<file path="config.mk">
export PLATFORM = sky130hd
export DESIGN_NAME = mdr_buffer
export DESIGN_NICKNAME = d
export VERILOG_FILES = /design/src/rtl/mdr_pkg.sv /design/src/rtl/mdr_storage.sv /design/src/rtl/mdr_buffer.sv
export SDC_FILE = /design/constraint.sdc
export NUM_CORES = 1
export LEC_CHECK = 0
export CAP_MARGIN = 10
export CORE_ASPECT_RATIO = 1.2
export CORE_MARGIN = 10
export CORE_UTILIZATION = 45
export CTS_CLUSTER_DIAMETER = 60
export DETAILED_ROUTE_END_ITERATION = 12
export HOLD_SLACK_MARGIN = 0.12
export PLACE_DENSITY = 0.66
export SETUP_SLACK_MARGIN = 0.2
export SYNTH_ARGS = -nofsm -noshare
export SYNTH_HDL_FRONTEND = slang
export SYNTH_SLANG_ARGS = --single-unit
</file>
<file path="constraint.sdc">
create_clock -name clk -period 4.15 [get_ports clk]
set_input_delay 0.415 -clock clk [delete_from_list [all_inputs] [get_ports clk]]
set_output_delay 0.415 -clock clk [all_outputs]
set_load 0.1 [all_outputs]
</file>
<file path="src/rtl/mdr_pkg.sv">
`default_nettype none
// ============================================================================
// Module      : mdr_pkg
// Description : Shared constants and the count-width helper for mdr_buffer.
// Revision    : 1.0 - initial release
// ============================================================================
package mdr_pkg;

    localparam int c_default_width = 16;
    localparam int c_default_depth = 4;

    // Occupancy spans 0..DEPTH+1 (storage plus the output register).
    function automatic int count_width(input int depth);
        return $clog2(depth + 2);
    endfunction

endpackage
`default_nettype wire

</file>
<file path="src/rtl/mdr_storage.sv">
`default_nettype none
// ============================================================================
// Module      : mdr_storage
// Description : Circular storage queue feeding the memory data register.
// Revision    : 1.0 - initial release
// ============================================================================
module mdr_storage
    import mdr_pkg::*;
#(
    parameter int WIDTH = c_default_width,
    parameter int DEPTH = c_default_depth
) (
    input  logic                          clk,
    input  logic                          reset,
    input  logic                          flush_i,
    input  logic                          push_i,
    input  logic [WIDTH-1:0]              wr_data_i,
    input  logic                          pop_i,
    output logic [WIDTH-1:0]              head_data_o,
    output logic                          empty_o,
    output logic                          full_o,
    output logic [count_width(DEPTH)-1:0] occ_o
);

    localparam int CW = count_width(DEPTH);
    localparam int PW = $clog2(DEPTH);

    logic [WIDTH-1:0] mem_q [DEPTH];
    logic [PW-1:0]    wr_ptr_q, wr_ptr_d;
    logic [PW-1:0]    rd_ptr_q, rd_ptr_d;
    logic [CW-1:0]    occ_q, occ_d;
    logic             w_push;
    logic             w_pop;

    assign empty_o     = (occ_q == '0);
    assign full_o      = (occ_q == CW'(DEPTH));
    assign occ_o       = occ_q;
    assign head_data_o = mem_q[rd_ptr_q];

    assign w_push = push_i && !flush_i && !full_o;
    assign w_pop  = pop_i  && !flush_i && !empty_o;

    // DEPTH is a power of two, so pointer increments wrap DEPTH-1 -> 0 naturally.
    always_comb begin
        wr_ptr_d = wr_ptr_q;
        rd_ptr_d = rd_ptr_q;
        occ_d    = occ_q;
        if (flush_i) begin
            wr_ptr_d = '0;
            rd_ptr_d = '0;
            occ_d    = '0;
        end else begin
            if (w_push) wr_ptr_d = wr_ptr_q + PW'(1);
            if (w_pop)  rd_ptr_d = rd_ptr_q + PW'(1);
            case ({w_push, w_pop})
                2'b10:   occ_d = occ_q + CW'(1);
                2'b01:   occ_d = occ_q - CW'(1);
                default: occ_d = occ_q;
            endcase
        end
    end

    always_ff @(posedge clk or posedge reset) begin
        if (reset) begin
            wr_ptr_q <= '0;
            rd_ptr_q <= '0;
            occ_q    <= '0;
        end else begin
            wr_ptr_q <= wr_ptr_d;
            rd_ptr_q <= rd_ptr_d;
            occ_q    <= occ_d;
        end
    end

    always_ff @(posedge clk) begin
        if (w_push) mem_q[wr_ptr_q] <= wr_data_i;
    end

endmodule
`default_nettype wire

</file>
<file path="src/rtl/mdr_buffer.sv">
`default_nettype none
// ============================================================================
// Module      : mdr_buffer
// Description : Memory data register with a circular storage queue behind it.
//               Define MDR_BUFFER_BYPASS_EN for a one-edge push-to-output path.
// Revision    : 1.0 - initial release
// ============================================================================
module mdr_buffer
    import mdr_pkg::*;
#(
    parameter int WIDTH = c_default_width,
    parameter int DEPTH = c_default_depth
) (
    input  logic                          clk,
    input  logic                          reset,
    input  logic                          flush,
    input  logic                          in_valid,
    output logic                          in_ready,
    input  logic [WIDTH-1:0]              in_data,
    output logic                          out_valid,
    input  logic                          out_ready,
    output logic [WIDTH-1:0]              out_data,
    output logic [count_width(DEPTH)-1:0] count
);

    localparam int CW = count_width(DEPTH);

    logic             out_valid_q, out_valid_d;
    logic [WIDTH-1:0] out_data_q, out_data_d;
    logic [WIDTH-1:0] w_head;
    logic             w_st_empty;
    logic             w_st_full;
    logic [CW-1:0]    w_st_occ;
    logic             w_push;
    logic             w_pop;
    logic             w_bypass;
    logic             w_reload;

    // in_ready depends only on registered storage occupancy.
    assign in_ready  = !w_st_full;
    assign out_valid = out_valid_q;
    assign out_data  = out_data_q;
    assign count     = w_st_occ + CW'(out_valid_q);

    assign w_push   = in_valid && in_ready;
    assign w_pop    = out_valid_q && out_ready;
    assign w_reload = (!out_valid_q || w_pop) && !w_st_empty;

`ifdef MDR_BUFFER_BYPASS_EN
    assign w_bypass = w_push && w_st_empty && (!out_valid_q || w_pop);
`else
    assign w_bypass = 1'b0;
`endif

    mdr_storage #(
        .WIDTH (WIDTH),
        .DEPTH (DEPTH)
    ) u_storage (
        .clk         (clk),
        .reset       (reset),
        .flush_i     (flush),
        .push_i      (w_push && !w_bypass),
        .wr_data_i   (in_data),
        .pop_i       (w_reload),
        .head_data_o (w_head),
        .empty_o     (w_st_empty),
        .full_o      (w_st_full),
        .occ_o       (w_st_occ)
    );

    // Flush empties the register but keeps its data (MDR hold).
    always_comb begin
        out_valid_d = out_valid_q;
        out_data_d  = out_data_q;
        if (flush) begin
            out_valid_d = 1'b0;
        end else if (w_bypass) begin
            out_valid_d = 1'b1;
            out_data_d  = in_data;
        end else if (w_reload) begin
            out_valid_d = 1'b1;
            out_data_d  = w_head;
        end else if (w_pop) begin
            out_valid_d = 1'b0;
        end
    end

    always_ff @(posedge clk or posedge reset) begin
        if (reset) begin
            out_valid_q <= 1'b0;
            out_data_q  <= '0;
        end else begin
            out_valid_q <= out_valid_d;
            out_data_q  <= out_data_d;
        end
    end

endmodule
`default_nettype wire

</file>
; Word-level counts from Yosys, hierarchy flattened
; Memory sizes are Yosys's and may differ from the RTL's. A register that Yosys moved wholly into a read port is not among the register bits.
; Cells that the tools add are included.
[op_classes]
addsub = 5
n_mul = 0
div = 0
n_lt_le_gt_ge = 0
eq_ne = 3
shifts = 0
muxes = 11
bitwise = 1
reduce_logical = 18
[op_table]
columns = cell, n
row1 = $mux 2, 4
row2 = $logic_and 1x1->1, 7
row3 = $pmux 3 s2, 1
row4 = $reduce_bool 3->1, 2
row5 = $mux 1, 5
row6 = $add 2x1->2 const B, 2
row7 = $logic_not 1->1, 4
row8 = $reduce_bool 2->1, 2
row9 = $add 3x1->3, 1
row10 = $add 3x1->3 const B, 1
row11 = $eq 3x3->1 const B, 1
row12 = $logic_not 3->1, 1
row13 = $mux 3, 1
row14 = $sub 3x1->3 const B, 1
row15 = $eq 2x1->1 const B, 1
row16 = $eq 2x2->1 const B, 1
row17 = $reduce_and 2->1, 1
row18 = $logic_or 1x1->1, 1
row19 = $not 1->1, 1
[word_totals]
register_bits = 8
latch_bits = 0
mem_bits_rw = 64
mem_bits_ro = 0
inputBits = 21
output_inout_bits = 21
word_cells = 43
n_memories = 1
[mem_list]
columns = name, depth, width, read_ports, rd_ports_with_merged_regs, write_ports, line
row1 = u_storage.mem_q, 4, 16, 1, 1, 1, mdr_storage.sv:28  ; logic [WIDTH-1:0] mem_q [DEPTH];

; Longest topological paths before layout
[logic_depth]
ltp_word = 8
depth_mapped = 11
depth_no_buf = 9

; Cells and area by module
; Synthesis repeated with hierarchy kept, for this count alone.
[unflattened]
cells_unflattened = 196
hier_area_um2 = 3657.3
[modules_own_cells]
columns = mod, n_inst, cells_each, area_each_um2, seq_area_each_um2
row1 = mdr_storage, 1, 150, 2899.0, 2097.0
row2 = mdr_buffer, 1, 46, 758.2, 425.4

; Worst setup path before layout
; Ideal clock, no wire load.
[synth_path]
path_type = flip-flop to output port
startpoint = reg out_valid_q, in the netlist out_valid
endpoint = out count[2]
arrival_time_ps = 2785
t_required_ps = 3735
setup_slack_ps = 950
stages_incl_launch_ff = 4
n_path_buf = 0
path_cell_list = dfrtp_1 -> ha_1 -> ha_1 -> xor2_1
[synth_between]
elab_chain_len = 1
[synth_lines]
columns = item, line
row1 = from (decl), mdr_buffer.sv:28  ; logic out_valid_q, out_valid_d;
row2 = from (signal assigned), mdr_buffer.sv:93  ; out_valid_q <= out_valid_d;
row3 = $add 3x1->3, mdr_buffer.sv:43  ; assign count = w_st_occ + CW'(out_valid_q);
row4 = to (decl), mdr_buffer.sv:23  ; output logic [count_width(DEPTH)-1:0] count
; Every way passes these cells.

; Final worst setup path
[layout_path]
startpoint = reg u_storage.occ_q[0], in the netlist u_storage.occ_o[0]
endpoint = out count[2]
[layout_between]
elab_chain_len = 1
[layout_lines]
columns = item, line
row1 = from (decl), mdr_storage.sv:31  ; logic [CW-1:0] occ_q, occ_d;
row2 = from (signal assigned), mdr_storage.sv:67  ; occ_q <= '0;
row3 = from (signal assigned), mdr_storage.sv:71  ; occ_q <= occ_d;
row4 = $add 3x1->3, mdr_buffer.sv:43
; Every way passes these cells.

==> reports/qor_table.md <==
| Metric | This run |
|---|---|
| Status | complete, no violations |
| WP buf/inv | 1 |
| Mean post-synth cell area | 19.0 um^2 |
| Die outline area | 11900 um^2 |
| Gate count after technology mapping | 187 |
| Accumulated negative setup slack | 0 ps |
| Clock tree from TritonCTS | yes |
| Max Clock Freq | 338 MHz |
| Number of cells on the critical path | 4 |
| CTS buffer count | 9 |
| Async set-or-reset flop fraction in the synthesized netlist | 27.3% |
| Slew Limit Fails | 0 |
| Inserted Diodes | 0 |
| Synthesis-to-layout area growth | 18.5% |
| HPWL reported at the end of detailed placement | 4.04 mm |
| Global-route total usage across every layer | 11.4% |
| Sink count of the clock tree | 88 |
| Worst slew pin tran | 1010 ps |
| Nature of the critical path endpoint | output pin |
| Routed wire length per instance | 19.2 um |
| Worst path top cell family by delay | buffers and inverters |
| Core Region | 7710 um^2 |
| Kind of start point of the critical path | register |
| Number of nets in the layout | 258 |
| Setup repair after global routing missed its margin | no |
| Total power per unit cell area | 775 nW/um^2 |
| Remaining global-route overflow | 0 |
| Root Driver | sky130_fd_sc_hd__clkbuf_8 |
| Warnings from Yosys | 0 |
| Internal reg-to-reg setup slack | 1360 ps |
| Vias/cell | 5.30 |
| Pin count of the biggest net entering global routing | 25 |
| Maximum ir drop on the vdd rail | 0.709 mV |
| Clock-pin slew on the worst setup and hold paths | 90 ps |
| Worst path slowest cell | sky130_fd_sc_hd__clkdlybuf4s50_1 |
| Die X-Extent | 101 um |
| First-pass GRT wire length | 10.5 mm |
| Kind of critical path | reg2out |
| Initial DRC count | 66 |
| Top cells by area, synth | sky130_fd_sc_hd__edfxtp_1 (54%), sky130_fd_sc_hd__dfrtp_1 (17%), sky130_fd_sc_hd__mux4_2 (10%) |
| RR Endpoint | u_storage.occ_o[2]$_DFFE_PP0P_ |
| Standard cell area after detailed placement | 4020 um^2 |
| Number of antenna violations at the first check in global routing | 0 |
| Residual antenna-violating net count after detailed routing | 0 |
| Largest area contributor in the netlist | sky130_fd_sc_hd__edfxtp_1 |
| Number of gates resized after cts | 0 |
| 1st-pass router iterations | 4 |
| Final estimated routing congestion in global placement | 0.739 |
| CTS H-tree depth | 3 |
| Hold Path End | out_data[2]$_DFFE_PP0N_ |
| DRC violation count after routing | 0 |
| Count of distinct cell types in the synthesized netlist | 38 |
| Count of pins on the block boundary | 42 |
| Share of layout cells above drive strength 1 | 21.7% |
| CP cell instances | ha_1, ha_1, xor2_1, clkdlybuf4s50_1 |
| Number of standard cells in the final layout excluding fillers | 327 |
| Endpoints failing setup | 0 |
| Data arrival, critical path | 2550 ps |
| Vias in the first global route | 1956 |
| Post-Synthesis Cell Area | 3560 um^2 |
| Die H | 117 um |
| Post-synth EDFFs | 64 |
| Largest clock skew in the final design | 9.72 ps |
| Largest stage delay on the critical path | 1150 ps |
| Start of the worst register-to-register path | out_valid$_DFFE_PP0P_ |
| Hold Crit Depth | 1 |
| Critical path fanouts, max | 8 |
| Share of the clock period used by the worst path after layout | 71.3% |
| IO buf count | 41 |
| Critical path data required time | 3730 ps |
| Most used standard cells in the synthesized netlist | sky130_fd_sc_hd__edfxtp_1 (64), sky130_fd_sc_hd__dfrtp_1 (24), sky130_fd_sc_hd__mux2_2 (16), sky130_fd_sc_hd__mux4_2 (16) |
| Synthesized netlist net count | 215 |
| Top flip-flop cell by instance count after synthesis | sky130_fd_sc_hd__edfxtp_1 |
| CP dominant cell by count | sky130_fd_sc_hd__ha_1 |
| Later-pin clock latency in the skew report | 350 ps |
| HP Class | reg2reg |
| DRT Wirelength | 6.29 mm |
| # rows | 35 |
| Layout Cell Area excl Fill | 4220 um^2 |
| Effective utilization at floorplan | 46.2% |
| Leading cell type by number of instances after synthesis | sky130_fd_sc_hd__edfxtp_1 |
| Placed Instances | 311 |
| Worst slack after detailed placement | 1000 ps |
| Cell count of the worst reg-to-reg path | 9 |
| Sequential share of the synthesized area | 70.9% |
| Final hold violations | 0 |
| Hold path startpoint | out_data[2]$_DFFE_PP0N_ |
| Synthesized flop and latch total | 88 |
| Total of max-cap violations | 0 |
| Final setup margin | 1190 ps |
| Cell leakage power | 1.46 nW |
| Setup repair bufs after CTS | 0 |
| Shortest period the worst path allows | 2960 ps |
| Tightest slew margin relative to the limit | 32.8% |
| Area share of the largest cell type after synthesis | 54.0% |
| Hold buffer count at cts | 0 |
| Via count | 1734 |
| Clock buffer depth | 2 |
## kinds of logic after synthesis
logic type,after synthesis,synth area share [%]
AOI/OAI and AO/OA,11,2.22
xor gates and xnor gates,5,1.23
adders and majority gates,7,2.67
buffers and inverters,14,2.39
DFF,88,70.9
muxes,33,15.5
and+or+nand+nor,29,5.10
## worst register-to-register path, delay by kind of cell (launching register included)
kind            cells  cell delay, ps
compound gates      2             500
fa+ha+maj           1             440
flops               1             390
mux                 1             140
simple gates        5            1180
## layer usage
layer / GRT usage (%) / up-vias / routed length [um]
li1: - / 803 / -
met1: 14.1 / 890 / 2700
met2: 17.3 / 33 / 3170
met3: 4.11 / 8 / 309
met4: 5.41 / 0 / 109
met5: 0 / - / 0
## where the power goes
| part | internal, mW | leakage [nW] | switching [mW] |
|---|---|---|---|
| logic | 0.461 | 0.491 | 1.02 |
| clock network | 0.282 | 0.0968 | 0.305 |
| registers | 1.08 | 0.875 | 0.121 |
| total | 1.83 | 1.46 | 1.44 |
## cell type report
cell class | instances | area [um^2]
multi-input combinational | 85 | 951
inverter | 4 | 15.0
timing repair buffer | 42 | 418
clock inverter | 6 | 68.8
clock buffer | 10 | 128
tap | 92 | 115
fill | 629 | 3490
sequential | 88 | 2520
## worst max path at each step
stage | start | end | slack, ps
after floorplan | out_valid$_DFFE_PP0P_ | count[2] | 950
after global placement | out_ready | u_storage.occ_o[2]$_DFFE_PP0P_ | 1140
after detailed placement | out_ready | u_storage.occ_o[2]$_DFFE_PP0P_ | 1000
after CTS | u_storage.occ_o[0]$_DFFE_PP0P_ | count[2] | 1150
after global routing | out_ready | u_storage.occ_o[2]$_DFFE_PP0P_ | 1020
final | u_storage.occ_o[0]$_DFFE_PP0P_ | count[2] | 1190
## layout by cell type (no fill, tap or decap), drive strengths merged, types with 2 or more instances in the layout
| master | count |
|---|---|
| edfxtp | 64 |
| clkdlybuf4s50 | 41 |
| dfrtp | 24 |
| mux2 | 17 |
| mux4 | 16 |
| clkbuf | 10 |
| nor2 | 7 |
| ha | 6 |
| and2 | 5 |
| inv | 5 |
| xnor2 | 4 |
| nor3 | 4 |
| a21oi | 3 |
| nand2 | 3 |
| clkinv | 3 |
| nand2b | 2 |
## metrics by stage
stage	util, %	hold WS, ps	power, mW
after floorplan	-	430	2.41
after CTS	54.7	507	3.31
final	54.7	504	3.27
after global routing	54.7	527	3.44
after global placement	52.2	472	2.71
after detailed placement	52.2	482	2.73
## state kept, by name, summed over array words and instances (netlist names)
signal and cells:
u_storage.rd_ptr_q 2, u_storage.occ_o 3, out_data 16, u_storage.wr_ptr_q 2
out_valid 1, u_storage.mem_q 64
Power figures use the tool's default switching activity.
